--- config.mk ---
export PLATFORM = sky130hd
export DESIGN_NAME = seg7_out
export DESIGN_NICKNAME = d
export VERILOG_FILES = /design/src/rtl/seg7_out.sv
export SDC_FILE = /design/constraint.sdc
export NUM_CORES = 1
export LEC_CHECK = 0
export CAP_MARGIN = 10
export CORE_UTILIZATION = 50
export DETAILED_ROUTE_END_ITERATION = 8
export PLACE_DENSITY = 0.79
export SYNTH_ARGS = -nofsm -noshare
export SYNTH_HDL_FRONTEND = slang
export SYNTH_SLANG_ARGS = --single-unit
--- constraint.sdc ---
create_clock -name clk -period 3 [get_ports clk]
set_clock_uncertainty 0.1 [all_clocks]
set_input_delay 0.9 -clock clk [delete_from_list [all_inputs] [get_ports clk]]
set_output_delay 0.9 -clock clk [all_outputs]
set_load 0.005 [all_outputs]
--- src/rtl/seg7_out.sv ---
// seg7_out: CPU-mapped 4-digit 7-segment and LED output port, I/O window 0xF0-0xF5.
// Optional blink blanking via CTRL bit1 is built only when SEG7_BLINK_EN is defined.
module seg7_out #(
  parameter int SCAN_BITS  = 16,
  parameter int BLINK_BITS = 24
) (
  input  logic       clk,
  input  logic       rst,
  input  logic [7:0] addr,
  input  logic       we,
  input  logic [7:0] wdata,
  output logic [7:0] rdata,
  output logic [7:0] led,
  output logic [7:0] seg,
  output logic [3:0] an
);

  localparam logic [7:0] ADDR_LED  = 8'hF4;
  localparam logic [7:0] ADDR_CTRL = 8'hF5;

  logic [3:0][4:0]       digit_q, digit_d;
  logic [7:0]            led_q, led_d;
  logic                  en_q, en_d;
  logic [SCAN_BITS-1:0]  scan_cnt_q, scan_cnt_d;
  logic [1:0]            idx_q, idx_d;
  logic [7:0]            seg_q, seg_d;
  logic [3:0]            an_q, an_d;
  logic                  sel_digit;
  logic                  blank;
  logic                  ctrl_blink_rd;
  logic [4:0]            cur_digit;

`ifdef SEG7_BLINK_EN
  logic [BLINK_BITS-1:0] blink_cnt_q, blink_cnt_d;
  logic                  phase_q, phase_d;
  logic                  blink_q, blink_d;
`else
  logic                  unused_blink_bits;
  assign unused_blink_bits = (BLINK_BITS > 0);
`endif

  // Active-low {g,f,e,d,c,b,a} pattern for one hex digit.
  function automatic logic [6:0] dec(input logic [3:0] hex);
    logic [6:0] s;
    case (hex)
      4'h0: s = 7'h40;
      4'h1: s = 7'h79;
      4'h2: s = 7'h24;
      4'h3: s = 7'h30;
      4'h4: s = 7'h19;
      4'h5: s = 7'h12;
      4'h6: s = 7'h02;
      4'h7: s = 7'h78;
      4'h8: s = 7'h00;
      4'h9: s = 7'h10;
      4'hA: s = 7'h08;
      4'hB: s = 7'h03;
      4'hC: s = 7'h46;
      4'hD: s = 7'h21;
      4'hE: s = 7'h06;
      default: s = 7'h0E;
    endcase
    return s;
  endfunction

  assign sel_digit = (addr[7:2] == 6'b111100);

  always_comb begin
    digit_d    = digit_q;
    led_d      = led_q;
    en_d       = en_q;
    scan_cnt_d = scan_cnt_q + SCAN_BITS'(1);
    idx_d      = (&scan_cnt_q) ? idx_q + 2'd1 : idx_q;
    if (we && sel_digit)          digit_d[addr[1:0]] = wdata[4:0];
    if (we && addr == ADDR_LED)   led_d = wdata;
    if (we && addr == ADDR_CTRL)  en_d = wdata[0];
  end

`ifdef SEG7_BLINK_EN
  always_comb begin
    blink_cnt_d = blink_cnt_q + BLINK_BITS'(1);
    phase_d     = (&blink_cnt_q) ? ~phase_q : phase_q;
    blink_d     = (we && addr == ADDR_CTRL) ? wdata[1] : blink_q;
  end
  assign ctrl_blink_rd = blink_q;
  assign blank         = ~en_q | (blink_q & phase_q);
`else
  assign ctrl_blink_rd = 1'b0;
  assign blank         = ~en_q;
`endif

  // Output stage registers the digit chosen by the current idx, so seg/an trail idx by one edge.
  always_comb begin
    cur_digit = digit_q[idx_q];
    an_d      = 4'hF;
    seg_d     = 8'hFF;
    if (!blank) begin
      an_d  = ~(4'b0001 << idx_q);
      seg_d = {~cur_digit[4], dec(cur_digit[3:0])};
    end
  end

  always_comb begin
    rdata = 8'h00;
    if (sel_digit)              rdata = {3'b000, digit_q[addr[1:0]]};
    else if (addr == ADDR_LED)  rdata = led_q;
    else if (addr == ADDR_CTRL) rdata = {6'b000000, ctrl_blink_rd, en_q};
  end

  always_ff @(posedge clk or posedge rst) begin
    if (rst) begin
      digit_q     <= '0;
      led_q       <= 8'h00;
      en_q        <= 1'b1;
      scan_cnt_q  <= '0;
      idx_q       <= 2'd0;
      seg_q       <= 8'hFF;
      an_q        <= 4'hF;
`ifdef SEG7_BLINK_EN
      blink_cnt_q <= '0;
      phase_q     <= 1'b0;
      blink_q     <= 1'b0;
`endif
    end else begin
      digit_q     <= digit_d;
      led_q       <= led_d;
      en_q        <= en_d;
      scan_cnt_q  <= scan_cnt_d;
      idx_q       <= idx_d;
      seg_q       <= seg_d;
      an_q        <= an_d;
`ifdef SEG7_BLINK_EN
      blink_cnt_q <= blink_cnt_d;
      phase_q     <= phase_d;
      blink_q     <= blink_d;
`endif
    end
  end

  assign led = led_q;
  assign seg = seg_q;
  assign an  = an_q;

endmodule

After elaboration in Yosys (flattened, before gate mapping)

Memory sizes are Yosys's and may differ from the RTL's.
Cells that the tools add are included.

Memories: 1
Output and inout bits: 28
Memory bits (read-only): 112
Logic and storage cells: 39
Bits of input ports: 19
Register bits after elaboration: 59

Bitwise operators: 2
Shift-type cells: 1
$lt $le $gt $ge: 3
Equal/unequal tests: 3
Muxes and demuxes: 12
Reductions and logical operators: 5
Add/sub/neg operators: 2

Memory list:

| memory          | depth | bits a word | read ports | clocked after memory_dff | wr ports | RTL line | RTL |
|---|---|---|---|---|---|---|---|
| (no name shown) | 16    | 7           | 1          | 0                        | 0        | 45       | `case (hex)` |

Operator list:

| cell                                                               | number |
|---|---|
| two-way mux 8 bit                                                  | 3 |
| binary-select mux 5 bit (select 2 bit)                             | 2 |
| bitwise mux 20 bit                                                 | 1 |
| adder 16 x 1 -> 16 bit (second input constant)                     | 1 |
| == test 8 bit (second input constant)                              | 2 |
| AND reduction 16 bit                                               | 1 |
| two-way mux 5 bit                                                  | 3 |
| demux 5 bit (select 2 bit)                                         | 1 |
| == test 6 bit (second input constant)                              | 1 |
| < comparator 2 x 3 -> 1 bit (second input constant)                | 2 |
| logical AND 1 bit                                                  | 4 |
| two-way mux 4 bit                                                  | 1 |
| inverter 4 bit                                                     | 1 |
| left shift 1 x 2 -> 4 bit (first input constant)                   | 1 |
| adder 2 x 1 -> 2 bit (second input constant)                       | 1 |
| greater-or-equal comparator 2 x 1 -> 1 bit (second input constant) | 1 |
| two-way mux 1 bit                                                  | 1 |
| inverter 1 bit                                                     | 1 |

Depth between registers and ports, before layout

Gate-level depths: netlist of run 1.

Word-level depth: 5
Mapped depth: 8
Gate-level depth less buffers: 7

Worst setup path before layout of run 1

OpenSTA, ideal clock, no wires.

Kind: in2out
Start point: in addr[6]
End point: out rdata[1]
Path slack: -0.011 ns
Required time: 2.000 ns
Cell stages on the path: 4
Data arrival time: 2.011 ns
Path through: nand4_1 -> or3b_4 -> nor3_1 -> a22o_1

Word-level cells in the longest chain between the ends: 3
Elaborated cells between the ends (all ways): 4
Those cells by class: 2 x eq/ne; 2 x mux

RTL lines:

| element             | RTL line | RTL |
|---|---|---|
| start, declared     | 9        | `input logic [7:0] addr,` |
| == test 8 bit       | 106      | `else if (addr == ADDR_LED) rdata = led_q;` |
| two-way mux 8 bit   | 106      |  |
| two-way mux 8 bit * | 105      | `if (sel_digit) rdata = {3'b000, digit_q[addr[1:0]]};` |
| end, declared       | 12       | `output logic [7:0] rdata,` |

Every way passes the cells marked *; elsewhere a longest branch is shown, timed or not.

Worst setup path after layout of run 1

Start point: in addr[3]
End point: out rdata[2]

Same word-level chain as after synthesis.

==> results of run 1 <==
[cells by family (layout without fill, tap and decap cells)]
group,Yosys count,after routing
AOI/OAI and AO/OA,13,13
xor gates and xnor gates,15,15
adders and majority gates,11,11
buffers and inverters,15,86
DFF,59,59
muxes,46,46
and+or+nand+nor,56,56
[synthesized netlist by cell type (4+ instances only)]
library cell	instances	area share, %
xnor2_1	10	3.0
nand4_1	6	1.3
dfstp_2	13	12
and2_1	4	0.87
ha_1	11	4.8
a22o_1	4	1.2
nand2_1	17	2.2
dfrtp_1	46	40
nand3_1	7	1.2
nor2_1	7	0.91
mux2_4	8	4.2
mux2_2	24	9.4
clkbuf_1	4	0.52
mux2i_1	4	1.4
mux4_2	10	7.8
inv_1	7	0.91
xor2_1	5	1.5
[state kept, by name, summed over array words and instances, names as in the netlist]
signal,count
an,4
en_q,1
scan_cnt_q,16
digit_q,20
led,8
seg,8
idx_q,2
[metal layers]
layer  routed length (um)  GRT usage [%]  vias to the layer above
met5                    0              0                        -
met3                  210          4.000                        8
met2                 2602          31.42                       43
met4                  106          11.48                        0
met1                 2589          27.48                      946
li1                     -              -                      905
[area by class of cell]
| type | instances | area, um^2 | share of cell area, % |
|---|---|---|---|
| repair buffers | 63 | 565.5 | 15.15 |
| well taps | 72 | 90.09 | 2.413 |
| clock buffers | 12 | 165.2 | 4.424 |
| inverters | 7 | 26.28 | 0.7038 |
| multi-input cells | 141 | 1346 | 36.06 |
| flip-flops and latches | 59 | 1493 | 39.98 |
| clock inverters | 4 | 47.55 | 1.273 |
[metrics by stage]
step	cells	utilization (%)	hold slack, ns	total power, mW
floorplan	215	-	0.3337	0.9238
global placement	339	63.53	0.3464	0.9969
detailed placement	339	63.53	0.3493	1.001
CTS	358	67.23	0.3621	1.753
global route	358	67.39	0.3772	1.803
finish	358	67.39	0.3555	1.738
[power groups by stage]
stage          Sequential (mW)  Combinational [mW]  Clock, mW
2_1_floorplan            0.850              0.0743          0
3_3_place_gp             0.850               0.147          0
3_5_place_dp             0.851               0.150          0
4_1_cts                  0.837               0.149      0.766
5_1_grt                  0.840               0.162      0.801
6_report                 0.838               0.148      0.753
[repair_timing]
item                                    CTS  global route
endpoints found under the setup margin    8             8
hold buffers                              0             0
buffers inserted                          3             0
pin swaps                                 6             3
resized for setup                        58             1
gates cloned                              0             0
[worst paths after layout]
kind	from	end	cells past startpoint
min in group asynchronous	rst	scan_cnt_q[0]	2
setup reg to reg	idx_q[1]	seg[3]	7
setup / recovery	addr[3]	rdata[2]	7
hold reg to reg	scan_cnt_q[11]	scan_cnt_q[11]	1
max in group asynchronous	rst	seg[1]	3
hold / removal	scan_cnt_q[11]	scan_cnt_q[11]	1
==> implementation parameters, run 1 <==
Parameter                              Value

Logic synthesis
  Ys Warns    0
  Synth async-reset ratio    100.0%
  Combinational family with the most area after synthesis    multiplexers
  Ys flop type    dfrtp_1
  Number of enable-type register cells in the synthesized netlist    0
  Average size of a mapped cell    between 10 and 15 um^2
  Compound-Gate Fraction of Synth Area    ~3.5%
  Number of unique standard cell types used by synthesis    38
  Arithmetic-cell share of the synthesized area counting full adders, half adders and majority gates    between 4 and 5%
  Fraction of the mapped netlist area in simple logic gates    between 10% and 20%
  Multiplexer share of the synthesized area    22.70%
  Xor-xnor portion of the synthesized cell area    between 4 and 5%
  Count of mapped cells out of synthesis    215
  Sequential area share after synthesis    between 50% and 60%
  Netlist area before placement    between 2000 and 3000 um^2
  Number of flip-flops and latches in the synthesized netlist    between 50 and 60
  Total nets after synthesis    approximately 250

STA
  Share of the cycle needed by the critical path after routing    104.1%
  Count of final hold-check violations    0
  Transition time at the pin with the least slew margin    0.4769 ns
  Count of pins over their slew limit    0
  Sum Neg Setup Slack    -0.7056 ns
  Finish-stage setup viols    7
  Worst setup slack after layout    -0.1243 ns
  RSZ-0062 raised after global routing    true
  Rel. slew slack    68.16%
  Fmax    0.3201 GHz
  Time the worst path needs with I/O delays and setup    3.124 ns

Power
  Pwr Density    between 400 and 500 nW/um^2
  Combinational power share    between 8 and 9%
  Sequential power share    ~48%
  Share of total power consumed by net switching    a little over a fifth
  Net Sw Power    382.0 uW
  Worst IR Drop VDD    roughly 0.29 mV
  P_int    between 1 and 1.5 mW
  Part of the total power dissipated in the clock network    between 40% and 50%
  Leak    approximately 1.7 nW

Setup path
  Maximum single-stage delay on the critical path    0.40 ns
  CP arrival    between 2 and 2.5 ns
  Worst endpoint required time    roughly 2.0 ns
  Family with the most delay on the worst path    buffers and inverters
  Critical-path cell with the highest stage delay    or3b_4
  Register-to-register setup slack    just under 0.8 ns
  Nature of the critical path endpoint    primary output
  WS Path Type    in2out
  Category of the worst setup path launch point    input pin
  Sequence of cells on the critical path    clkdlybuf4s15_1, or3b_4, nor3_2, buf_4, buf_6, a22o_1, buf_2
  Worst path buffer plus inverter count    4
  Maximum fanout count along the critical path    3

Finish
  Most common library cell in the layout ignoring fill and taps    dfrtp_1
  Total Nets Final    around 310
  Count of inserted antenna diode cells    0
  Fraction of layout instances using a drive strength above 1    between 30% and 40%
  # fillers    approximately 410
  Area growth from synthesis to layout    29.29%
  Design Area, Final    3734 um^2
  Commonest non-fill, non-tap cells in the layout    dfrtp_1 (46), clkdlybuf4s50_1 (30), mux2_2 (24)

Run
  MaxCap Viol Count    0

Die
  Placement Rows    27
  Horizontal die dimension    approximately 80 um
  Area of the die    approximately 6100 um^2
  Initial core utilization    52.12%
  Area of the core    approximately 5500 um^2
  Num ports    47
  Overall die height    between 70 and 80 um

Global route
  Global Route Usage Sum    between 20% and 30%
  Number of global-route vias before repair    between 1,500 and 2,000
  Initial antenna violation count    0
  GR Overflow Total    0
  First-pass GRT wire length    9259 um
  Pin count of the biggest net entering global routing    39

Run status
  Violated checks    setup timing
  Result of the run    finished with violations

Route
  Iteration-0 DRC count of the detailed router    roughly 110
  Number of optimization iterations in the first detailed-route pass    4
  Drt drc    0
  Final WL    between 5000 and 6000 um
  Routed wire length per instance    15.39 um
  Vias per cell    ~5.3
  Post-DRT Antenna Nets    0
  Vias    roughly 1,900

Place
  Count of buffers inserted at the top-level ports    46
  HPWL after detailed placement    between 3000 and 4000 um
  Area after detailed placement    approximately 3500 um^2
  Final weighted congestion in routability-driven placement    between 0.7 and 0.8
  Post-Place Worst Slack    -0.8129 ns

CTS
  Root buffer cell    clkbuf_8
  Number of buffers on the longest clock path    2
  CTS clock-pin slew for the worst setup and hold paths    roughly 0.060 ns
  Number of buffers created by CTS    9
  CTS tree    built
  Clock Sink Count    59
  Depth of the CTS H-tree    3
  Clock latency reported for the late side of the worst-skew pair    ~0.33 ns

Hold path
  Worst hold path type    reg2reg
(Power assumes the default switching activity.)
==> run 2: changes to the inputs <==
--- a/config.mk
+++ b/config.mk
@@ -5,10 +5,11 @@
 export SDC_FILE = /design/constraint.sdc
 export NUM_CORES = 1
 export LEC_CHECK = 0
+export ABC_AREA = 1
 export CAP_MARGIN = 10
 export CORE_UTILIZATION = 50
 export DETAILED_ROUTE_END_ITERATION = 8
-export PLACE_DENSITY = 0.79
+export PLACE_DENSITY = 0.78
 export SYNTH_ARGS = -nofsm -noshare
 export SYNTH_HDL_FRONTEND = slang
 export SYNTH_SLANG_ARGS = --single-unit
==> run 2 against run 1 <==
  * The flow now finishes without violations
  * Final area increased by 11%
  * Critical path depth increased by 2
  * Maximum frequency increased by 4.7%
  * Clock-buffer cell count is 3 lower
==> implementation parameters, run 2 <==
Parameter                              Value

Setup path
  Nature of the critical path endpoint    primary output (unchanged)
  Sequence of cells on the critical path    clkdlybuf4s15_2, buf_4, nor2_1, buf_4, a22oi_1, nand3_2, nand2_1, inv_1, buf_2 (was clkdlybuf4s15_1, or3b_4, nor3_2, buf_4, buf_6, a22o_1, buf_2)
  FF-to-FF path depth    10 (was 7)
  Most common cell type on the critical path    buf_4
  Critical Path End    rdata[4] (was rdata[2])
  Category of the worst setup path launch point    input pin (unchanged)
  FF-to-FF End    seg[5] (was seg[3])
  Critical-path cell with the highest stage delay    clkdlybuf4s15_2 (was or3b_4)
  Maximum single-stage delay on the critical path    0.22 ns (was 0.40 ns)
  Launch instance of the worst register-to-register path    idx_q[0] (was idx_q[1])
  CP arrival    1.98 ns (was 2.12 ns)
  Register-to-register setup slack    0.96 ns (was 0.78 ns)
  WS Path Type    in2out (unchanged)
  Worst endpoint required time    2.00 ns (about the same)
  Worst setup path start    addr[1] (was addr[3])
  Maximum fanout count along the critical path    8 (was 3)

Logic synthesis
  Area share of the largest cell type after synthesis    35.88% (was 39.86%)
  Total nets after synthesis    430 (was 245)
  Largest cells by area after synthesis    dfrtp_1 (36%), nand2_1 (15%), dfstp_2 (11%) (was dfrtp_1 (40%), dfstp_2 (12%), mux2_2 (9.4%))
  Number of flip-flops and latches in the synthesized netlist    59 (unchanged)
  Ys flop type    dfrtp_1 (unchanged)
  Cell with the most instances after synthesis    nand2_1 (was dfrtp_1)
  Number of enable-type register cells in the synthesized netlist    0 (unchanged)
  Cell type contributing the most total cell area after synthesis    dfrtp_1 (unchanged)
  Average size of a mapped cell    8.020 um^2 (was 13.43 um^2)
  Number of unique standard cell types used by synthesis    27 (was 38)
  Synth async-reset ratio    100.0% (unchanged)
  Ys Warns    0 (unchanged)
  Count of mapped cells out of synthesis    400 (was 215)
  Netlist area before placement    3208 um^2 (was 2888 um^2)
  Sequential area share after synthesis    46.53% (was 51.69%)
  Synth top cells by count    nand2_1 (131), dfrtp_1 (46), inv_1 (37) (was dfrtp_1 (46), mux2_2 (24), nand2_1 (17))

Global route
  Pin count of the biggest net entering global routing    60 (was 39)
  Global Route Usage Sum    26.97% (was 20.51%)
  Number of global-route vias before repair    2,883 (was 1,901)
  Initial antenna violation count    0 (unchanged)
  GR Overflow Total    0 (unchanged)
  First-pass GRT wire length    13,360 um (was 9259 um)

Power
  Leak    2.076 nW (was 1.699 nW)
  Pwr Density    416.7 nW/um^2 (was 465.6 nW/um^2)
  Overall power    1.730 mW (was 1.738 mW)
  Worst IR Drop VDD    0.3186 mV (was 0.2858 mV)

CTS
  Number of buffers created by CTS    9 (unchanged)
  Number of buffers on the longest clock path    2 (unchanged)
  CTS tree    built (unchanged)
  Clock latency reported for the late side of the worst-skew pair    0.35 ns (was 0.33 ns)
  Root buffer cell    clkbuf_8 (unchanged)
  Clock Sink Count    59 (unchanged)
  CTS clock-pin slew for the worst setup and hold paths    0.07 ns (was 0.06 ns)
  Depth of the CTS H-tree    3 (unchanged)

Finish
  Total Nets Final    510 (was 311)
  Reg with most FFs    digit_q (unchanged)
  Most common library cell in the layout ignoring fill and taps    nand2_1 (was dfrtp_1)
  Area growth from synthesis to layout    29.45% (was 29.29%)
  Fraction of layout instances using a drive strength above 1    22.68% (was 37.41%)
  Post-route non-filler standard cell count    560 (was 358)
  Largest registers    digit_q (20), scan_cnt_q (16) (unchanged)
  # fillers    481 (was 413)
  Count of inserted antenna diode cells    0 (unchanged)
  Flip-flop count of the largest register, all copies and words added    20 (unchanged)
  Commonest non-fill, non-tap cells in the layout    nand2_1 (128), dfrtp_1 (46), inv_1 (35) (was dfrtp_1 (46), clkdlybuf4s50_1 (30), mux2_2 (24))

STA
  RSZ-0062 raised after global routing    true (unchanged)
  Count of pins over their slew limit    0 (unchanged)
  Finish-stage setup viols    0 (was 7)
  Count of final hold-check violations    0 (unchanged)
  Share of the cycle needed by the critical path after routing    99.48% (was 104.1%)
  Final hold slack    0.3898 ns (was 0.3555 ns)
  Rel. slew slack    69.84% (was 68.16%)
  Time the worst path needs with I/O delays and setup    2.984 ns (was 3.124 ns)
  Transition time at the pin with the least slew margin    0.4524 ns (was 0.4769 ns)
  Worst setup slack after layout    0.01562 ns (was -0.1243 ns)
  Fmax    0.3351 GHz (was 0.3201 GHz)

Place
  HPWL after detailed placement    5429 um (was 3860 um)
  Post-Place Cells    531 (was 339)
  Count of buffers inserted at the top-level ports    46 (unchanged)
  Final weighted congestion in routability-driven placement    0.9626 (was 0.7483)
  Post-Place Worst Slack    -0.5885 ns (was -0.8129 ns)

Route
  Vias per cell    5.355 (was 5.313)
  Drt drc    0 (unchanged)
  Post-DRT Antenna Nets    0 (unchanged)
  Final WL    8056 um (was 5509 um)
  Vias    2,999 (was 1,902)
  Routed wire length per instance    14.39 um (was 15.39 um)
  Number of optimization iterations in the first detailed-route pass    6 (was 4)
  Iteration-0 DRC count of the detailed router    189 (was 105)

Die
  Overall die height    82.10 um (was 78.00 um)
  Num ports    47 (unchanged)
  Horizontal die dimension    82.10 um (was 78.00 um)
  Area of the core    6061 um^2 (was 5540 um^2)
  Initial core utilization    52.93% (was 52.12%)
  Placement Rows    28 (was 27)
  Area of the die    6740 um^2 (was 6083 um^2)

Run status
  Result of the run    finished clean (was finished with violations)

Run
  MaxCap Viol Count    0 (unchanged)

Hold path
  Worst hold path type    reg2reg (unchanged)
==> run 2: changes by cell type after synthesis, moves of 5 or more <==
| cell | before | now |
|---|---|---|
| nor3_1 | 1 | 6 |
| nand3_2 | 0 | 9 |
| mux2_4 | 8 | 0 |
| nor2_1 | 7 | 24 |
| xnor2_1 | 10 | 3 |
| nand3_1 | 7 | 33 |
| o21ai_0 | 0 | 15 |
| nand4_1 | 6 | 29 |
| nand2_1 | 17 | 131 |
| mux4_2 | 10 | 0 |
| mux2_2 | 24 | 0 |
| inv_1 | 7 | 37 |
==> run 2: cells by family (layout without fill, tap and decap cells) <==
family / after synthesis / count (layout) / synth area share (%)
xor gates and xnor gates: 10 / 10 / 2.730
AOI/OAI and AO/OA: 25 / 25 / 4.095
buffers and inverters: 55 / 140 / 7.566
adders and majority gates: 11 / 11 / 4.290
DFF: 59 / 59 / 46.53
and+or+nand+nor: 240 / 240 / 34.79
==> run 2: power breakdown <==
group | internal (mW) | switching (mW)
Combinational | 0.100 | 0.107
Clock | 0.303 | 0.357
Sequential | 0.838 | 0.0257
==> run 2: area by class of cell <==
| cell class | count | area, um^2 | share of cell area [%] |
|---|---|---|---|
| multi-input cells | 286 | 1523 | 36.67 |
| flip-flops and latches | 59 | 1493 | 35.94 |
| repair buffers | 82 | 704.4 | 16.96 |
| inverters | 42 | 161.4 | 3.887 |
| clock buffers | 9 | 123.9 | 2.983 |
| well taps | 75 | 93.84 | 2.260 |
| clock inverters | 7 | 53.80 | 1.296 |
==> run 2: metrics by stage <==
step / area [um^2] / util (%) / setup TNS, ns
final: 4153 / 68.52 / 0
after global routing: 4153 / 68.52 / -0.03426
after CTS: 4131 / 68.17 / 0
after detailed placement: 3862 / 63.73 / -4.258
after global placement: 3862 / 63.73 / -4.244
after floorplan: 3208 / - / 0
==> run 2: how the worst min path moves through the flow <==
stage                    from              to  slack (ns)  depth (start not counted)
3_3_place_gp    scan_cnt_q[0]   scan_cnt_q[0]        0.36                          1
2_1_floorplan   scan_cnt_q[0]   scan_cnt_q[0]        0.34                          1
6_report       scan_cnt_q[15]  scan_cnt_q[15]        0.39                          2
3_5_place_dp    scan_cnt_q[0]   scan_cnt_q[0]        0.38                          1
5_1_grt         scan_cnt_q[0]   scan_cnt_q[0]        0.42                          1
4_1_cts         scan_cnt_q[0]   scan_cnt_q[0]        0.39                          1
==> run 2: critical path: cells and delay by family <==
family / cells / cell delay [ns]
compound gates: 1 / 0.21
buf+inv: 5 / 0.65
simple gates: 3 / 0.23
==> run 2: per-layer routing <==
metal  vias up  part of all wire (%)  GRT usage [%]
li1       1462                     -              -
met1      1381                    42          34.66
met2       127                    49          43.06
met3        29                   6.2          6.923
met4         0                   2.7          11.58
met5         -                     0              0
==> run 2: what timing repair did <==
item	in CTS	in global routing
hold buffers	0	0
pin swaps	10	6
setup endpoints to repair	8	7
buffers inserted	10	3
resized for setup	60	11
==> run 3: changes to the inputs <==
--- a/config.mk
+++ b/config.mk
@@ -6,8 +6,9 @@
 export NUM_CORES = 1
 export LEC_CHECK = 0
 export ABC_AREA = 1
-export CAP_MARGIN = 10
+export CAP_MARGIN = 30
 export CORE_UTILIZATION = 50
+export CTS_CLUSTER_DIAMETER = 50
 export DETAILED_ROUTE_END_ITERATION = 8
 export PLACE_DENSITY = 0.78
 export SYNTH_ARGS = -nofsm -noshare
==> results of run 3 <==
Final layout, timing and power as in run 2 (identical DEF).
==> RTL change, RTL diff (flow settings as in run 1) <==
Change the parameter `SCAN_BITS` from 16 to 32.
--- a/src/rtl/seg7_out.sv
+++ b/src/rtl/seg7_out.sv
@@ -3,3 +3,3 @@
 module seg7_out #(
-  parameter int SCAN_BITS  = 16,
+  parameter int SCAN_BITS  = 32,
   parameter int BLINK_BITS = 24
Function: no difference found for any inputs over 4 cycles, from zero or initial values and one cycle with rst high; that may be too few to reach the edited logic, so the function may still have changed.
==> RTL change against run 1 <==
- utilization decreased by 1.6 points
- design area increased by 23%
- power increased by 13%
- routed wire length increased by 24%
- worst setup slack improved by 170 ps
- synthesized area increased by 28%
- highest routed layer unchanged
- sequential share of layout area increased by 1.2 points
- sequential cell count increased by 16
- via count increased by 31%
- cell count increased by 29%
==> RTL change: results (changes against run 1) <==
| Parameter | Value | Change |
|:---|:---|:---|
| M1 GR Usage | 27.6% | was 27.5% |
| Int Pwr | 1510 uW | was 1360 uW |
| Run status | complete, no violations | was complete, but fails checks |
| Static power due to leakage | 0.00204 uW | was 0.00170 uW |
| Total half-perimeter wirelength after legalization and detailed placement | 4.74 mm | was 3.86 mm |
| Xor and xnor fraction of the mapped netlist area | 7.35% | was 4.55% |
| Fraction of power consumed by the clock network | 38.2% | was 43.3% |
| Post-Synth Adder-Cell Area | 3.73% | was 4.77% |
| Cell types with the largest area share after synthesis | sky130_fd_sc_hd__dfrtp_1, sky130_fd_sc_hd__dfstp_2, sky130_fd_sc_hd__mux2_2 | unchanged |
| Sum of routed wire segments on met1 | 3.16 mm | was 2.59 mm |
| Average wire per cell in the routed design | 14.7 um | was 15.4 um |
| Post-synthesis mux area share | 17.5% | was 22.7% |
| GR Util met2 | 31.4% | about the same |
| Share of the synthesized area in compound gates (AO/OA/AOI/OAI) | 2.64% | was 3.51% |
| Relative max-transition margin | 55.9% | was 68.2% |
| Gate count of the mapped netlist | 292 | was 215 |
| Final cell count without fillers | 462 | was 358 |
| NumNets Final | 391 | was 311 |
| Clock net power | 749 uW | was 753 uW |
| Power drawn by the combinational cells | 154 uW | was 148 uW |
| Mapped Nets | 322 | was 245 |
| Number of distinct library cells after synthesis | 39 | was 38 |
| Routability congestion estimate | 0.866 | was 0.748 |
| Wire length on met2 | 3.30 mm | was 2.60 mm |
| Worst endpoint data arrival time | 1950 ps | was 2120 ps |
| Maximum number of pins on one net before global-route repair | 76 | was 39 |
| Top Registers | scan_cnt_q (32), digit_q (20) | was digit_q (20), scan_cnt_q (16) |
| Routed length on met3 | 247 um | was 210 um |
| Commonest cells in the netlist | sky130_fd_sc_hd__dfrtp_1, sky130_fd_sc_hd__nand2_1, sky130_fd_sc_hd__mux2_2, sky130_fd_sc_hd__xnor2_1, sky130_fd_sc_hd__nand3_1 | was sky130_fd_sc_hd__dfrtp_1, sky130_fd_sc_hd__mux2_2, sky130_fd_sc_hd__nand2_1, sky130_fd_sc_hd__dfstp_2, sky130_fd_sc_hd__ha_1 |
RTL change: stage by stage:
stage          setup TNS (ps)  setup slack, ps  cell area (sq um)  util (%)  hold slack [ps]
4_1_cts                     0          0.00533               4600      65.9              370
2_1_floorplan               0              112               3690         -              338
3_3_place_gp            -5120             -658               4370      62.6              355
3_5_place_dp            -5360             -687               4370      62.6              356
5_1_grt                 -10.8            -10.8               4590      65.8              400
6_report                    0             48.3               4590      65.8              367
RTL change: final timing paths:
path	from	to	slack, ps	depth (start not counted)
setup / recovery	addr[6]	rdata[0]	50	6
hold / removal	scan_cnt_q[27]	scan_cnt_q[27]	370	1
setup reg to reg	idx_q[0]	seg[3]	680	7
hold reg to reg	scan_cnt_q[27]	scan_cnt_q[27]	370	1
max in group asynchronous	rst	en_q	1620	3
min in group asynchronous	rst	scan_cnt_q[11]	840	3
RTL change: critical path, stage by stage:
cell                            delay [ps]
sky130_fd_sc_hd__dlygate4sd2_1         180
sky130_fd_sc_hd__and4b_2               220
sky130_fd_sc_hd__buf_4                 140
sky130_fd_sc_hd__nand3_2               100
sky130_fd_sc_hd__o32ai_2               260
sky130_fd_sc_hd__buf_2                 150
RTL change: timing repair:
action | 4_1_cts | 5_1_grt
gates resized for setup | 52 | 4
setup buffers | 7 | 0
hold buffers | 0 | 0
pin swaps | 3 | 3
endpoints found under the setup margin | 8 | 6
RTL change: final cells by class:
| type | instances | area [sq um] |
|---|---|---|
| clock buffer | 11 | 131 |
| clock inverter | 5 | 56.3 |
| fill | 541 | 2390 |
| inverter | 14 | 52.6 |
| multi-input combinational | 193 | 1720 |
| sequential | 75 | 1890 |
| tap | 96 | 120 |
| timing repair buffer | 68 | 616 |
